File: src/rtl/gpio_apb_master_if.sv
// APB bus bundle between the gpio_apb_master and the GPIO slave.
// The master drives the control/address/write-data lines; the slave returns data and status.
interface gpio_apb_master_if #(
   parameter int DATA_WIDTH = 32,
   parameter int ADDR_WIDTH = 8
);
   logic                  psel;
   logic                  penable;
   logic                  pwrite;
   logic [ADDR_WIDTH-1:0] paddr;
   logic [DATA_WIDTH-1:0] pwdata;
   logic [DATA_WIDTH-1:0] prdata;
   logic                  pready;
   logic                  pslverr;

   modport master (
      output psel, penable, pwrite, paddr, pwdata,
      input  prdata, pready, pslverr
   );

   modport slave (
      input  psel, penable, pwrite, paddr, pwdata,
      output prdata, pready, pslverr
   );
endinterface

File: src/rtl/gpio_apb_master.sv
// Two-port round-robin arbiter plus APB master sequencing one transfer at a time into the GPIO slave.
// Optional ACCESS-phase timeout is enabled by defining APB_TIMEOUT_EN.
module gpio_apb_master #(
   parameter int DATA_WIDTH     = 32,
   parameter int ADDR_WIDTH     = 8,
   parameter int TIMEOUT_CYCLES = 16
) (
   input  logic                    clk,
   input  logic                    presetn,
   input  logic [1:0]              req_valid,
   input  logic [1:0]              req_write,
   input  logic [2*ADDR_WIDTH-1:0] req_addr,
   input  logic [2*DATA_WIDTH-1:0] req_wdata,
   output logic [1:0]              rsp_done,
   output logic [DATA_WIDTH-1:0]   rsp_rdata,
   output logic                    rsp_err,
   output logic                    rsp_timeout,
   gpio_apb_master_if.master       apb
);

   if (TIMEOUT_CYCLES < 1) begin : g_bad_cfg
      $error("gpio_apb_master: TIMEOUT_CYCLES must be at least 1");
   end

   typedef enum logic [1:0] {IDLE, SETUP, ACCESS} state_t;

   state_t                state_q, state_d;
   logic                  psel_q, psel_d;
   logic                  penable_q, penable_d;
   logic                  pwrite_q, pwrite_d;
   logic [ADDR_WIDTH-1:0] paddr_q, paddr_d;
   logic [DATA_WIDTH-1:0] pwdata_q, pwdata_d;
   logic [1:0]            rsp_done_q, rsp_done_d;
   logic [DATA_WIDTH-1:0] rsp_rdata_q, rsp_rdata_d;
   logic                  rsp_err_q, rsp_err_d;
   logic                  prio_q, prio_d;
   logic                  winner_q, winner_d;

   logic [1:0]            eligible;
   logic                  gnt;

`ifdef APB_TIMEOUT_EN
   localparam int CW = $clog2(TIMEOUT_CYCLES + 1);
   logic [CW-1:0]         wait_cnt_q, wait_cnt_d;
   logic                  rsp_timeout_q, rsp_timeout_d;
   logic                  expire;
   assign expire = (wait_cnt_q == CW'(TIMEOUT_CYCLES - 1));
`endif

   // A requester in its own done cycle is masked so the other one can win that edge.
   assign eligible = req_valid & ~rsp_done_q;
   assign gnt      = (eligible == 2'b11) ? prio_q : eligible[1];

   always_comb begin
      state_d     = state_q;
      psel_d      = psel_q;
      penable_d   = penable_q;
      pwrite_d    = pwrite_q;
      paddr_d     = paddr_q;
      pwdata_d    = pwdata_q;
      rsp_done_d  = 2'b00;
      rsp_rdata_d = '0;
      rsp_err_d   = 1'b0;
      prio_d      = prio_q;
      winner_d    = winner_q;
`ifdef APB_TIMEOUT_EN
      wait_cnt_d    = wait_cnt_q;
      rsp_timeout_d = 1'b0;
`endif
      case (state_q)
         IDLE: begin
            if (|eligible) begin
               winner_d = gnt;
               pwrite_d = gnt ? req_write[1] : req_write[0];
               paddr_d  = gnt ? req_addr[2*ADDR_WIDTH-1:ADDR_WIDTH] : req_addr[ADDR_WIDTH-1:0];
               pwdata_d = gnt ? req_wdata[2*DATA_WIDTH-1:DATA_WIDTH] : req_wdata[DATA_WIDTH-1:0];
               psel_d   = 1'b1;
               state_d  = SETUP;
            end
         end
         SETUP: begin
            penable_d = 1'b1;
            state_d   = ACCESS;
`ifdef APB_TIMEOUT_EN
            wait_cnt_d = '0;
`endif
         end
         ACCESS: begin
            if (apb.pready) begin
               psel_d      = 1'b0;
               penable_d   = 1'b0;
               rsp_done_d  = winner_q ? 2'b10 : 2'b01;
               rsp_err_d   = apb.pslverr;
               rsp_rdata_d = pwrite_q ? '0 : apb.prdata;
               prio_d      = ~winner_q;
               state_d     = IDLE;
            end
`ifdef APB_TIMEOUT_EN
            else if (expire) begin
               psel_d        = 1'b0;
               penable_d     = 1'b0;
               rsp_done_d    = winner_q ? 2'b10 : 2'b01;
               rsp_err_d     = 1'b1;
               rsp_timeout_d = 1'b1;
               prio_d        = ~winner_q;
               state_d       = IDLE;
            end else begin
               wait_cnt_d = wait_cnt_q + 1'b1;
            end
`endif
         end
         default: begin
            state_d   = IDLE;
            psel_d    = 1'b0;
            penable_d = 1'b0;
         end
      endcase
   end

   always_ff @(posedge clk or negedge presetn) begin
      if (!presetn) begin
         state_q     <= IDLE;
         psel_q      <= 1'b0;
         penable_q   <= 1'b0;
         pwrite_q    <= 1'b0;
         paddr_q     <= '0;
         pwdata_q    <= '0;
         rsp_done_q  <= 2'b00;
         rsp_rdata_q <= '0;
         rsp_err_q   <= 1'b0;
         prio_q      <= 1'b0;
         winner_q    <= 1'b0;
`ifdef APB_TIMEOUT_EN
         wait_cnt_q    <= '0;
         rsp_timeout_q <= 1'b0;
`endif
      end else begin
         state_q     <= state_d;
         psel_q      <= psel_d;
         penable_q   <= penable_d;
         pwrite_q    <= pwrite_d;
         paddr_q     <= paddr_d;
         pwdata_q    <= pwdata_d;
         rsp_done_q  <= rsp_done_d;
         rsp_rdata_q <= rsp_rdata_d;
         rsp_err_q   <= rsp_err_d;
         prio_q      <= prio_d;
         winner_q    <= winner_d;
`ifdef APB_TIMEOUT_EN
         wait_cnt_q    <= wait_cnt_d;
         rsp_timeout_q <= rsp_timeout_d;
`endif
      end
   end

   assign apb.psel    = psel_q;
   assign apb.penable = penable_q;
   assign apb.pwrite  = pwrite_q;
   assign apb.paddr   = paddr_q;
   assign apb.pwdata  = pwdata_q;
   assign rsp_done    = rsp_done_q;
   assign rsp_rdata   = rsp_rdata_q;
   assign rsp_err     = rsp_err_q;
`ifdef APB_TIMEOUT_EN
   assign rsp_timeout = rsp_timeout_q;
`else
   assign rsp_timeout = 1'b0;
`endif

endmodule

File: src/flat_wrapper.sv
// flat-port wrapper written by rule: the top's interface ports become plain ports
module gpio_apb_master_flat 
#(
   parameter int DATA_WIDTH     = 32,
   parameter int ADDR_WIDTH     = 8,
   parameter int TIMEOUT_CYCLES = 16
)
  (clk, presetn, req_valid, req_write, req_addr, req_wdata, rsp_done, rsp_rdata, rsp_err, rsp_timeout, apb_psel, apb_penable, apb_pwrite, apb_paddr, apb_pwdata, apb_prdata, apb_pready, apb_pslverr);
  gpio_apb_master_if #(.DATA_WIDTH(DATA_WIDTH), .ADDR_WIDTH(ADDR_WIDTH)) apb_i ();
  input  logic clk;
  input  logic presetn;
  input  logic [1:0] req_valid;
  input  logic [1:0] req_write;
  input  logic [2*ADDR_WIDTH-1:0] req_addr;
  input  logic [2*DATA_WIDTH-1:0] req_wdata;
  output logic [1:0] rsp_done;
  output logic [DATA_WIDTH-1:0] rsp_rdata;
  output logic rsp_err;
  output logic rsp_timeout;
  output wire logic [$bits(apb_i.psel)-1:0] apb_psel;
  output wire logic [$bits(apb_i.penable)-1:0] apb_penable;
  output wire logic [$bits(apb_i.pwrite)-1:0] apb_pwrite;
  output wire logic [$bits(apb_i.paddr)-1:0] apb_paddr;
  output wire logic [$bits(apb_i.pwdata)-1:0] apb_pwdata;
  input wire logic [$bits(apb_i.prdata)-1:0] apb_prdata;
  input wire logic [$bits(apb_i.pready)-1:0] apb_pready;
  input wire logic [$bits(apb_i.pslverr)-1:0] apb_pslverr;
  assign apb_psel = apb_i.psel;
  assign apb_penable = apb_i.penable;
  assign apb_pwrite = apb_i.pwrite;
  assign apb_paddr = apb_i.paddr;
  assign apb_pwdata = apb_i.pwdata;
  assign apb_i.prdata = apb_prdata;
  assign apb_i.pready = apb_pready;
  assign apb_i.pslverr = apb_pslverr;
  gpio_apb_master #(.DATA_WIDTH(DATA_WIDTH), .ADDR_WIDTH(ADDR_WIDTH), .TIMEOUT_CYCLES(TIMEOUT_CYCLES)) u_core (.clk(clk), .presetn(presetn), .req_valid(req_valid), .req_write(req_write), .req_addr(req_addr), .req_wdata(req_wdata), .rsp_done(rsp_done), .rsp_rdata(rsp_rdata), .rsp_err(rsp_err), .rsp_timeout(rsp_timeout), .apb(apb_i));
endmodule
File: config.mk
export PLATFORM = sky130hd
export DESIGN_NAME = gpio_apb_master_flat
export DESIGN_NICKNAME = d
export VERILOG_FILES = /design/src/rtl/gpio_apb_master_if.sv /design/src/rtl/gpio_apb_master.sv /design/src/flat_wrapper.sv
export SDC_FILE = /design/constraint.sdc
export NUM_CORES = 1
export LEC_CHECK = 0
export ABC_CLOCK_PERIOD_IN_PS = 3050
export CAP_MARGIN = 20
export CORE_MARGIN = 8
export CORE_UTILIZATION = 40
export CTS_CLUSTER_DIAMETER = 50
export DETAILED_ROUTE_END_ITERATION = 7
export GPL_TIMING_DRIVEN = 0
export HOLD_SLACK_MARGIN = 0.1
export PLACE_DENSITY = 0.86
export SYNTH_ARGS = -nofsm -noshare
export SYNTH_HDL_FRONTEND = slang
export SYNTH_SLANG_ARGS = --single-unit
File: constraint.sdc
create_clock -name clk -period 3.05 [get_ports clk]
set_input_delay 0.7625 -clock clk [delete_from_list [all_inputs] [get_ports clk]]
set_output_delay 0.7625 -clock clk [all_outputs]
set_load 0.02 [all_outputs]
Word level (Yosys, flattened, before mapping) --
Cells that the tools add are included.
Storage, ports and cells: flip-flop bits (word level) 82, input bits 120, output and inout bits 79, word-level logic and storage cells 47
Cells by class: equality and inequality tests 5, mux-type cells 19, bitwise logic cells 5, reductions and logical operators 7
Operators with widths (count):
- $mux W32 | 4
- $mux W2 | 5
- $mux W8 | 1
- $reduce_and A2 Y1 | 4
- $mux W1 | 6
- $pmux W1 S3 | 2
- $pmux W2 S3 | 1
- $eq A2 B2 Y1 const B | 2
- $not A1 Y1 | 3
- $reduce_and A3 Y1 | 1
- $and A2 B2 Y2 | 1
- $eq A2 B1 Y1 const B | 1
- $logic_not A2 Y1 | 1
- $ne A2 B1 Y1 const B | 1
- $ne A2 B2 Y1 const B | 1
- $not A2 Y2 | 1
- $reduce_or A2 Y1 | 1

Depth between registers and ports, before layout --
Gate-level depths: netlist of the first run.
word-level depth 5, gate-level depth with buffers 6, gate-level depth less buffers 4

Worst setup path after synthesis of the first run --
OpenSTA, ideal clock, no wires.
kind in2reg, start input req_valid[0], end register u_core.winner_q, setup time 132 ps, arrival 1514 ps, required time 2918 ps, path slack 1404 ps, stages 5, path buffers 2, path through nand2b_4 > a211oi_2 > buf_4 > buf_2 > o32ai_1
Between the ends: cells in the longest elaborated chain, start to end 3, elaborated cells between the ends (all ways) 5, classes of those cells eq/ne (1); mux (1); bitwise (1); reduce/logical (2)
RTL lines:
- from (decl) | line flat_wrapper.sv:12 | input logic [1:0] req_valid;
- $and A2 B2 Y2 * | line gpio_apb_master.sv:51 | assign eligible = req_valid & ~rsp_done_q;
- $eq A2 B2 Y1 / $reduce_or A2 Y1 (equally long branches) | line gpio_apb_master.sv:52, gpio_apb_master.sv:72
- $mux W1 / $reduce_and A2 Y1 (equally long branches)
- to (signal assigned) | line gpio_apb_master.sv:148 | winner_q <= winner_d;
- to (decl) | line gpio_apb_master.sv:37 | logic winner_q, winner_d;
Mark *: on every way between the ends. The rest lies on a longest branch, timed or not. A chain may end at the register's enable or synchronous reset.

Worst setup path after layout of the first run --
start register u_core.pwrite_q (netlist: u_core.apb.pwrite), end output apb_pwrite
RTL lines:
- from (decl) | line gpio_apb_master.sv:30 | logic pwrite_q, pwrite_d;
- from (signal assigned) | line gpio_apb_master.sv:141 | pwrite_q <= pwrite_d;
- to (decl) | line flat_wrapper.sv:22 | output wire logic [$bits(apb_i.pwrite)-1:0] apb_pwrite;
No word-level cell between the ends.

==> results of run 1 <==
[cell usage after synthesis]
master,n
a211oi_2,1
a21o_1,1
a21oi_1,2
a31oi_1,41
and2_1,32
buf_2,10
buf_4,2
buf_6,2
clkbuf_1,7
clkbuf_2,2
conb_1,1
dfrtp_1,82
inv_1,4
mux2i_1,1
nand2_1,83
nand2b_4,2
nand3b_4,1
nor2_1,45
o21a_1,1
o21ai_0,1
o21ba_2,1
o21bai_2,1
o22ai_1,1
o32ai_1,1
[logic make-up (layout without fill, tap and decap cells)]
logic type / after synthesis / after routing / synth area share [%]
AOI/OAI and AO/OA: 51 / 51 / 10.3
buffers and inverters: 27 / 241 / 4.25
DFF: 82 / 82 / 62.8
muxes: 1 / 1 / 0.306
other: 1 / 1 / 0.115
and+or+nand+nor: 163 / 163 / 22.3
[layer usage]
metal  part of all wire, %  up-vias  wire length [um]
li1                      -     1475                 -
met1                    36     1456              4190
met2                    48      158              5530
met3                    15        8              1760
met4                  0.98        0               113
met5                     0        -                 0
[how the worst max path moves through the flow]
stage | slack [ns] | cells after the start | start | endpoint
floorplan | 1.40 | 5 | req_valid[0] | u_core.winner_q
detailed placement | 0.52 | 6 | req_valid[0] | u_core.apb.paddr[7]
global placement | -1.67 | 1 | presetn | u_core.apb.pwdata[14]
finish | 0.88 | 1 | u_core.apb.pwrite | apb_pwrite
CTS | 0.86 | 1 | u_core.apb.pwrite | apb_pwrite
global route | 0.73 | 6 | req_valid[0] | u_core.apb.pwdata[16]
[area by class of cell]
cell class / instances / area [um2]
fillers: 603 / 2420
flip-flops and latches: 82 / 2050
repair buffers: 198 / 1990
multi-input cells: 216 / 1080
well taps: 105 / 131
clock buffers: 10 / 128
plain buffers: 23 / 124
clock inverters: 6 / 114
inverters: 4 / 15.0
[power by group through the flow]
| stage | clock (mW) | combinational [mW] | sequential [mW] |
|---|---|---|---|
| 5_1_grt | 1.02 | 2.42 | 1.68 |
| 3_3_place_gp | 0 | 2.22 | 1.64 |
| 2_1_floorplan | 0 | 0.746 | 2.05 |
| 3_5_place_dp | 0 | 2.26 | 1.66 |
| 4_1_cts | 0.963 | 2.28 | 1.64 |
| 6_report | 0.945 | 2.24 | 1.64 |
[worst register-to-register path: stages (launching register included)]
cell      delay [ns]
dfrtp_1         0.38
nand2b_4        0.17
o21bai_2        0.26
clkbuf_1        0.43
nand2_1         0.13
a31oi_1         0.19
[metrics by stage]
stage | std cells | total power [mW]
3_3_place_gp | 627 | 3.86
6_report | 644 | 4.83
2_1_floorplan | 325 | 2.79
5_1_grt | 644 | 5.12
3_5_place_dp | 628 | 3.93
4_1_cts | 644 | 4.88
[cells in the final DEF, fill, tap and decap left out]
cell	count
buf_4	3
nor2_1	45
a31oi_1	41
a211oi_2	1
o21ba_2	1
buf_2	10
conb_1	1
buf_6	2
o22ai_1	1
clkdlybuf4s50_1	196
o21ai_0	1
nand3b_4	1
buf_12	1
o21a_1	1
clkbuf_8	9
clkinvlp_4	2
o21bai_2	1
clkbuf_2	2
clkbuf_1	8
bufinv_16	3
nand2b_4	2
dfrtp_1	82
mux2i_1	1
a21oi_1	2
inv_6	1
nand2_1	83
o32ai_1	1
and2_1	32
inv_1	4
a21o_1	1
[sequential cells by signal, summed over array words and instances, names as in the netlist]
| register | flops |
|---|---|
| u_core.winner_q | 1 |
| u_core.apb.pwdata | 32 |
| u_core.rsp_done | 2 |
| u_core.rsp_rdata | 32 |
| u_core.apb.pwrite | 1 |
| u_core.rsp_err | 1 |
| u_core.apb.paddr | 8 |
| u_core.prio_q | 1 |
| u_core.state_q | 2 |
| u_core.apb.penable | 1 |
| u_core.apb.psel | 1 |
==> results.json, run 1 <==
{
  "status": "complete, no violations",
  "end_kind": "output port",
  "rrSetupSlack_ns": 1.40,
  "period_needed_ns": 2.17,
  "synth_area_um2": 3270,
  "grt_pass1_wl_mm": 17.9,
  "dieArea_um2": 11300,
  "ios": 199,
  "postRouteAntennaNets": 0,
  "dp_hpwl_mm": 9.03,
  "cts_tree": "done",
  "crit_chain": "clkdlybuf4s50_1",
  "start_util_pct": 40.6,
  "power.switching_mw": 1.79,
  "clk_latency_ns": 0.34,
  "synth-seq-area-share_pct": 62.8,
  "overflow": 0,
  "place_congestion": 0.786,
  "coreArea_um2": 8050,
  "port_buffers": 197,
  "routed_wirelength_mm": 11.6,
  "crit_family": "buffers and inverters",
  "rsz0062_at_grt": "false",
  "reg2reg_depth": 5,
  "finClkSkew_ns": 0.00901,
  "clk_pin_slew_worst_paths_ns": 0.08,
  "hold_viol_final": 0,
  "slowest_delay_ns": 0.66,
  "cts-htree-levels": 3,
  "ctsResizeCount": 0,
  "layout.nets": 654,
  "cap_violations": 0,
  "netSwitchingFraction_pct": 37.1,
  "wl_per_cell_um": 18.0,
  "use_met2_pct": 34.0,
  "cts_root_buf": "clkbuf_8",
  "netlist.area_leader.share_pct": 62.8,
  "antenna_found_initial": 0,
  "drv_slew": 0,
  "clockPowerShare_pct": 19.6,
  "drive_above_1_share_pct": 7.24,
  "path_max_fanout": 3,
  "grtUsageMet1_pct": 20.9,
  "synth_area_leaders": "dfrtp_1, nand2_1, a31oi_1",
  "startpoint_type": "flop",
  "drt_iter0_drc": 161,
  "cts_buffers": 9,
  "stdcell_area_um2": 5630,
  "place_area_um2": 5390,
  "met3_usage_pct": 12.3,
  "cts_setup_buffers": 0,
  "comb_power_share_pct": 46.5,
  "fin_ws_ns": 0.884,
  "worstMarginPinSlew_ns": 0.540,
  "gr-usage-all-layers_pct": 20.3,
  "cp_slowest_cell": "clkdlybuf4s50_1",
  "fp.dieH_um": 106,
  "tns_ns": 0,
  "seqPwrFrac_pct": 34.0,
  "grt_most_used_layer": "met2",
  "p_leak_nw": 2.47,
  "synth-seq-cells": 82,
  "internal_power_mw": 3.03,
  "cp.arrival_ns": 1.40,
  "pre_cts_ws_ns": 0.520,
  "max_freq_mhz": 462,
  "hold_buffers": 0,
  "reg2reg_from": "u_core.rsp_done[0]",
  "maxSlewHeadroom_pct": 64.0,
  "cts_sinks": 82,
  "syn_inst": 325,
  "diodes": 0,
  "yosysTopAreaCell": "dfrtp_1",
  "vias": 3097,
  "setup_violations": 0,
  "ir_drop_v": 0.000444,
  "avgSynthCellArea_um2": 10.1,
  "yosys_warnings": 0,
  "first_pass_iters": 5,
  "fin_crit_sh_pct": 71.0,
  "path_class": "flop to output port",
  "timing.rr.end": "u_core.apb.pwdata[15]",
  "die_w_um": 106,
  "area_growth_pct": 72.3,
  "yosysUniqueCellTypes": 24,
  "synth_nets": 445,
  "cp.required_ns": 2.29,
  "final_core_util_pct": 69.9,
  "pwr_density_cell_nw_per_um2": 857,
  "cp_num_buf_inv": 1,
  "drcViolationCount": 0,
  "rows": 33,
  "grt_pass1_vias": 3306,
  "clockBufferDepth": 2,
  "grt_max_degree": 43,
  "timing.hold.ws_ns": 0.394,
  "avgViaCountPerCell": 4.81,
  "timing.hold.worst.class": "input port to async pin"
}
Power figures use the tool's default switching activity.
==> run 2: changes to the inputs <==
ABC_CLOCK_PERIOD_IN_PS = 2000   (was 3050)
CORE_UTILIZATION = 37   (was 40)
PLACE_DENSITY = 0.8   (was 0.86)
clock period = 2 ns   (was 3.05 ns; I/O delays follow)
==> run 2 against run 1 <==
  * Clock-buffer cell count unchanged
  * Wire length is 0.99% lower
  * Die area is 6.9% higher
  * Register-to-register slack got worse by 1.1 ns
  * Combinational power is 53% higher
  * Non-clock buffer count stayed put
  * Clock power increased by 41%
  * Global-route usage is 1.6 points lower
  * Sequential cell count is the same
  * First-iteration DRC count fell by 28%
==> results.json, run 2 (synthesis gave the netlist of run 1 again) <==
{
  "status": "complete, no violations",
  "dp_hpwl_mm": 9.09,
  "layout.nets": 654,
  "final_common_cell": "clkdlybuf4s50_1",
  "drv_slew": 0,
  "comb_power_share_pct": 47.2,
  "timing.hold.worst.class": "input port to async pin",
  "clk_latency_ns": 0.34,
  "worstMarginPinSlew_ns": 0.584,
  "crit_family": "buffers and inverters",
  "fillerInstances": 716,
  "gr-usage-all-layers_pct": 18.7,
  "ir_drop_v": 0.000499,
  "cp.arrival_ns": 1.42,
  "power.switching_mw": 2.74,
  "start_util_pct": 37.8,
  "grt_max_degree": 45,
  "drive_above_1_share_pct": 7.42,
  "startpoint_type": "flop",
  "rsz0062_at_grt": "false",
  "antenna_found_initial": 0,
  "ios": 199,
  "place_congestion": 0.794,
  "finClkSkew_ns": 0.00834,
  "hold_buffers": 0,
  "place_area_um2": 5390,
  "dieArea_um2": 12100,
  "coreArea_um2": 8640,
  "cts_sinks": 82,
  "area_growth_pct": 71.7,
  "netSwitchingFraction_pct": 37.8,
  "path_class": "flop to output port",
  "cts_tree": "done",
  "drcViolationCount": 0,
  "regArea_um2": 2050,
  "clockPowerShare_pct": 18.3,
  "pwr_density_cell_nw_per_um2": 1290,
  "cp_slowest_cell": "clkdlybuf4s50_1",
  "p_leak_nw": 2.47,
  "vias": 3083,
  "cts-htree-levels": 3,
  "fin_ws_ns": 0.0844,
  "clk_pin_slew_worst_paths_ns": 0.08,
  "postRouteAntennaNets": 0,
  "max_freq_mhz": 522,
  "cp_num_buf_inv": 1,
  "cp.required_ns": 1.50,
  "pre_cts_ws_ns": -0.273,
  "cts_setup_buffers": 0,
  "total_power_mw": 7.24,
  "clockBufferDepth": 2,
  "avgViaCountPerCell": 4.77,
  "setup_violations": 0,
  "stdcell_area_um2": 5610,
  "slowest_delay_ns": 0.66,
  "seqPwrFrac_pct": 34.5,
  "crit_chain": "clkdlybuf4s50_1",
  "ctsResizeCount": 0,
  "tns_ns": 0,
  "drt_iter0_drc": 116,
  "fp.dieH_um": 110,
  "hold_viol_final": 0,
  "cts_root_buf": "clkbuf_8",
  "period_needed_ns": 1.92,
  "final_core_util_pct": 65.0,
  "mostFrequentLayoutCells": "clkdlybuf4s50_1, nand2_1, dfrtp_1",
  "path_max_fanout": 3,
  "routed_wirelength_mm": 11.5,
  "end_kind": "output port",
  "fin_crit_sh_pct": 95.8,
  "overflow": 0,
  "internal_power_mw": 4.50,
  "cts_buffers": 9,
  "first_pass_iters": 4,
  "die_w_um": 110,
  "diodes": 0,
  "wl_per_cell_um": 17.7,
  "grt_pass1_wl_mm": 17.3,
  "cap_violations": 0,
  "grt_pass1_vias": 3289,
  "rows": 34,
  "maxSlewHeadroom_pct": 61.1,
  "multi_input_area_um2": 1080,
  "port_buffers": 197
}
==> run 2: area by class of cell <==
cell class	instances	area share, %
clock inverter	6	1.61
tap	108	2.41
inverter	4	0.268
multi-input combinational	216	19.2
timing repair buffer	198	35.5
sequential	82	36.6
buffer	23	2.23
clock buffer	10	2.27
==> run 2: final timing paths <==
check | start | endpoint | slack (ns) | depth (start not counted)
min in group clk | u_core.winner_q | u_core.rsp_done[0] | 0.44 | 1
setup reg to reg | u_core.rsp_done[0] | u_core.apb.paddr[2] | 0.33 | 5
setup / recovery | u_core.apb.pwrite | apb_pwrite | 0.08 | 1
hold reg to reg | u_core.winner_q | u_core.rsp_done[0] | 0.44 | 1
max in group asynchronous | presetn | u_core.apb.paddr[4] | 1.24 | 2
hold / removal | presetn | u_core.rsp_rdata[7] | 0.14 | 1
==> run 2: power by group through the flow <==
stage / Sequential, mW / Clock, mW / Combinational, mW
2_1_floorplan: 3.12 / 0 / 1.14
5_1_grt: 2.57 / 1.43 / 3.68
4_1_cts: 2.51 / 1.38 / 3.47
6_report: 2.50 / 1.33 / 3.42
3_5_place_dp: 2.54 / 0 / 3.46
3_3_place_gp: 2.50 / 0 / 3.39
==> run 2: per-stage QoR <==
stage	hold WS, ns	cells
final	0.144	647
after global routing	0.184	647
after CTS	0.150	647
after detailed placement	0.444	631
after global placement	0.429	630
after floorplan	0.204	325
==> run 2: routing by layer <==
layer  global-route usage (%)  part of all wire, %  vias up
met5                        0                    0        -
met1                     20.8                   38     1444
met2                     29.9                   47      152
met3                     10.3                   14       13
met4                     6.17                  1.3        0
li1                         -                    -     1474
==> run 3: changes to the inputs <==
ABC_CLOCK_PERIOD_IN_PS = 1600   (was 2000)
CORE_UTILIZATION = 35   (was 37)
CTS_BUF_LIST = sky130_fd_sc_hd__clkbuf_4   (was not set)
HOLD_SLACK_MARGIN = 0.03   (was 0.1)
PLACE_DENSITY = 0.79   (was 0.8)
clock period = 1.6 ns   (was 2 ns; I/O delays follow)
==> run 3 against run 2 <==
  * Critical path depth unchanged
  * Hold slack improved by 0.32 ns
  * Non-clock buffer count rose by 2
  * Clock-buffer cell count is 1 lower
  * Clock skew up 0.012 ns
  * Largest cell class unchanged
==> results.json, run 3 (synthesis gave the netlist of run 1 again) <==
{
  "coreArea_um2": 9150,
  "crit_chain": "dlygate4sd2_1",
  "dp_cells": 634,
  "gr-usage-all-layers_pct": 17.3,
  "fin_ws_ns": 0.0480,
  "overflow": 0,
  "path_max_fanout": 2,
  "cap_violations": 0,
  "start_util_pct": 35.7,
  "diodes": 0,
  "postRouteAntennaNets": 0,
  "p_leak_nw": 2.68,
  "status": "complete, no violations",
  "final_core_util_pct": 61.1,
  "cts_sinks": 82,
  "cp.required_ns": 1.20,
  "die_w_um": 113,
  "multi_input_area_um2": 1090,
  "crit_family": "flip-flops",
  "place_congestion": 0.765,
  "maxSlewHeadroom_pct": 65.3,
  "clockBufferDepth": 2,
  "mostFrequentLayoutCells": "clkdlybuf4s50_1, nand2_1, dfrtp_1",
  "worstMarginPinSlew_ns": 0.521,
  "fin_cells": 652,
  "netSwitchingFraction_pct": 38.9,
  "grt_max_degree": 45,
  "regArea_um2": 2050,
  "ios": 199,
  "path_class": "flop to output port",
  "power.switching_mw": 3.35,
  "final_common_cell": "clkdlybuf4s50_1",
  "dp_hpwl_mm": 8.53,
  "hold_viol_final": 0,
  "clockPowerShare_pct": 17.8,
  "cp.arrival_ns": 1.15,
  "internal_power_mw": 5.25,
  "cts_buffers": 9,
  "period_needed_ns": 1.55,
  "pre_cts_ws_ns": -0.534,
  "routed_wirelength_mm": 10.8,
  "drv_slew": 0,
  "end_kind": "output port",
  "clk_pin_slew_worst_paths_ns": 0.15,
  "clk_latency_ns": 0.43,
  "seqPwrFrac_pct": 36.1,
  "reg2reg_depth": 5,
  "drt_iter0_drc": 221,
  "startpoint_type": "flop",
  "cts-htree-levels": 3,
  "setup_violations": 0,
  "cts_root_buf": "clkbuf_4",
  "wl_per_cell_um": 16.6,
  "port_buffers": 197,
  "cp_slowest_cell": "dfrtp_1",
  "drive_above_1_share_pct": 9.43,
  "cp.depth": 1,
  "comb_power_share_pct": 46.1,
  "fin_crit_sh_pct": 97.0,
  "layout.nets": 656,
  "fillerInstances": 777,
  "avgViaCountPerCell": 4.78,
  "max_freq_mhz": 644,
  "slowest_delay_ns": 0.40,
  "area_growth_pct": 71.1,
  "vias": 3117,
  "ir_drop_v": 0.000649,
  "dieArea_um2": 12700,
  "grt_pass1_vias": 3288,
  "rsz0062_at_grt": "true",
  "grt_pass1_wl_mm": 17.3,
  "cts_tree": "done",
  "finClkSkew_ns": 0.0201,
  "fp.dieH_um": 113,
  "drcViolationCount": 0,
  "antenna_found_initial": 0,
  "timing.hold.worst.class": "input port to async pin",
  "cp_num_buf_inv": 1,
  "timing.hold.ws_ns": 0.464,
  "rows": 35,
  "pwr_density_cell_nw_per_um2": 1540,
  "first_pass_iters": 4
}
## run 3: cell count changes in the layout (fill, tap and decap cells not counted), moves of 4 or more
cell / previous run / this run
clkdlybuf4s15_1: 0 / 30
dlygate4sd2_1: 0 / 45
clkbuf_4: 0 / 17
clkbuf_1: 7 / 0
clkbuf_8: 9 / 0
clkdlybuf4s50_1: 196 / 118
buf_4: 3 / 7
buf_2: 10 / 3
clkbuf_2: 3 / 7
## run 3: power groups by stage
stage               combinational, mW  clock (mW)  sequential (mW)
global placement                 4.19           0             3.12
floorplan                        1.42           0             3.90
CTS                              3.95        1.59             3.10
detailed placement               4.30           0             3.16
global route                     4.36        1.67             3.19
finish                           3.97        1.53             3.10
## run 3: cell type report
| cell class | count | area share, % |
|---|---|---|
| well taps | 111 | 2.48 |
| clock buffers | 9 | 1.21 |
| flip-flops and latches | 82 | 36.7 |
| multi-input cells | 216 | 19.5 |
| clock inverters | 7 | 2.10 |
| inverters | 4 | 0.268 |
| plain buffers | 23 | 2.98 |
| repair buffers | 200 | 34.7 |
## run 3: worst paths after layout
path / start / to / slack [ns]
worst max-delay path: u_core.rsp_done[1] / rsp_done[1] / 0.05
worst min-delay path: presetn / u_core.apb.pwdata[12] / 0.46
worst max register to register: u_core.rsp_done[1] / u_core.winner_q / 0.10
worst min register to register: u_core.winner_q / u_core.rsp_done[0] / 0.46
max in group asynchronous: presetn / u_core.rsp_rdata[29] / 0.52
min in group clk: u_core.winner_q / u_core.rsp_done[0] / 0.46
## run 3: through the flow
| step | setup TNS [ns] | power, mW | instance area (um2) |
|---|---|---|---|
| detailed placement | -28.92 | 7.46 | 5400 |
| finish | 0 | 8.60 | 5590 |
| global placement | -256.25 | 7.31 | 5380 |
| CTS | -0.0318 | 8.63 | 5540 |
| global route | -0.00541 | 9.21 | 5590 |
| floorplan | 0 | 5.32 | 3270 |
## run 3: layer usage
metal	GRT usage, %	vias up	wire length (um)
met4	7.82	0	260
met2	27.7	147	5230
met5	0	-	0
met1	18.8	1471	3970
li1	-	1477	-
met3	8.59	22	1380
## run 3: what timing repair did
action                                  in CTS  in global routing
buffers inserted                             0                  1
pin swaps                                    0                  1
cloned                                       0                  0
endpoints found under the setup margin     117                 86
endpoints found under the hold margin       38                  0
gates resized for setup                    104                 44
hold buffers                                 1                  0
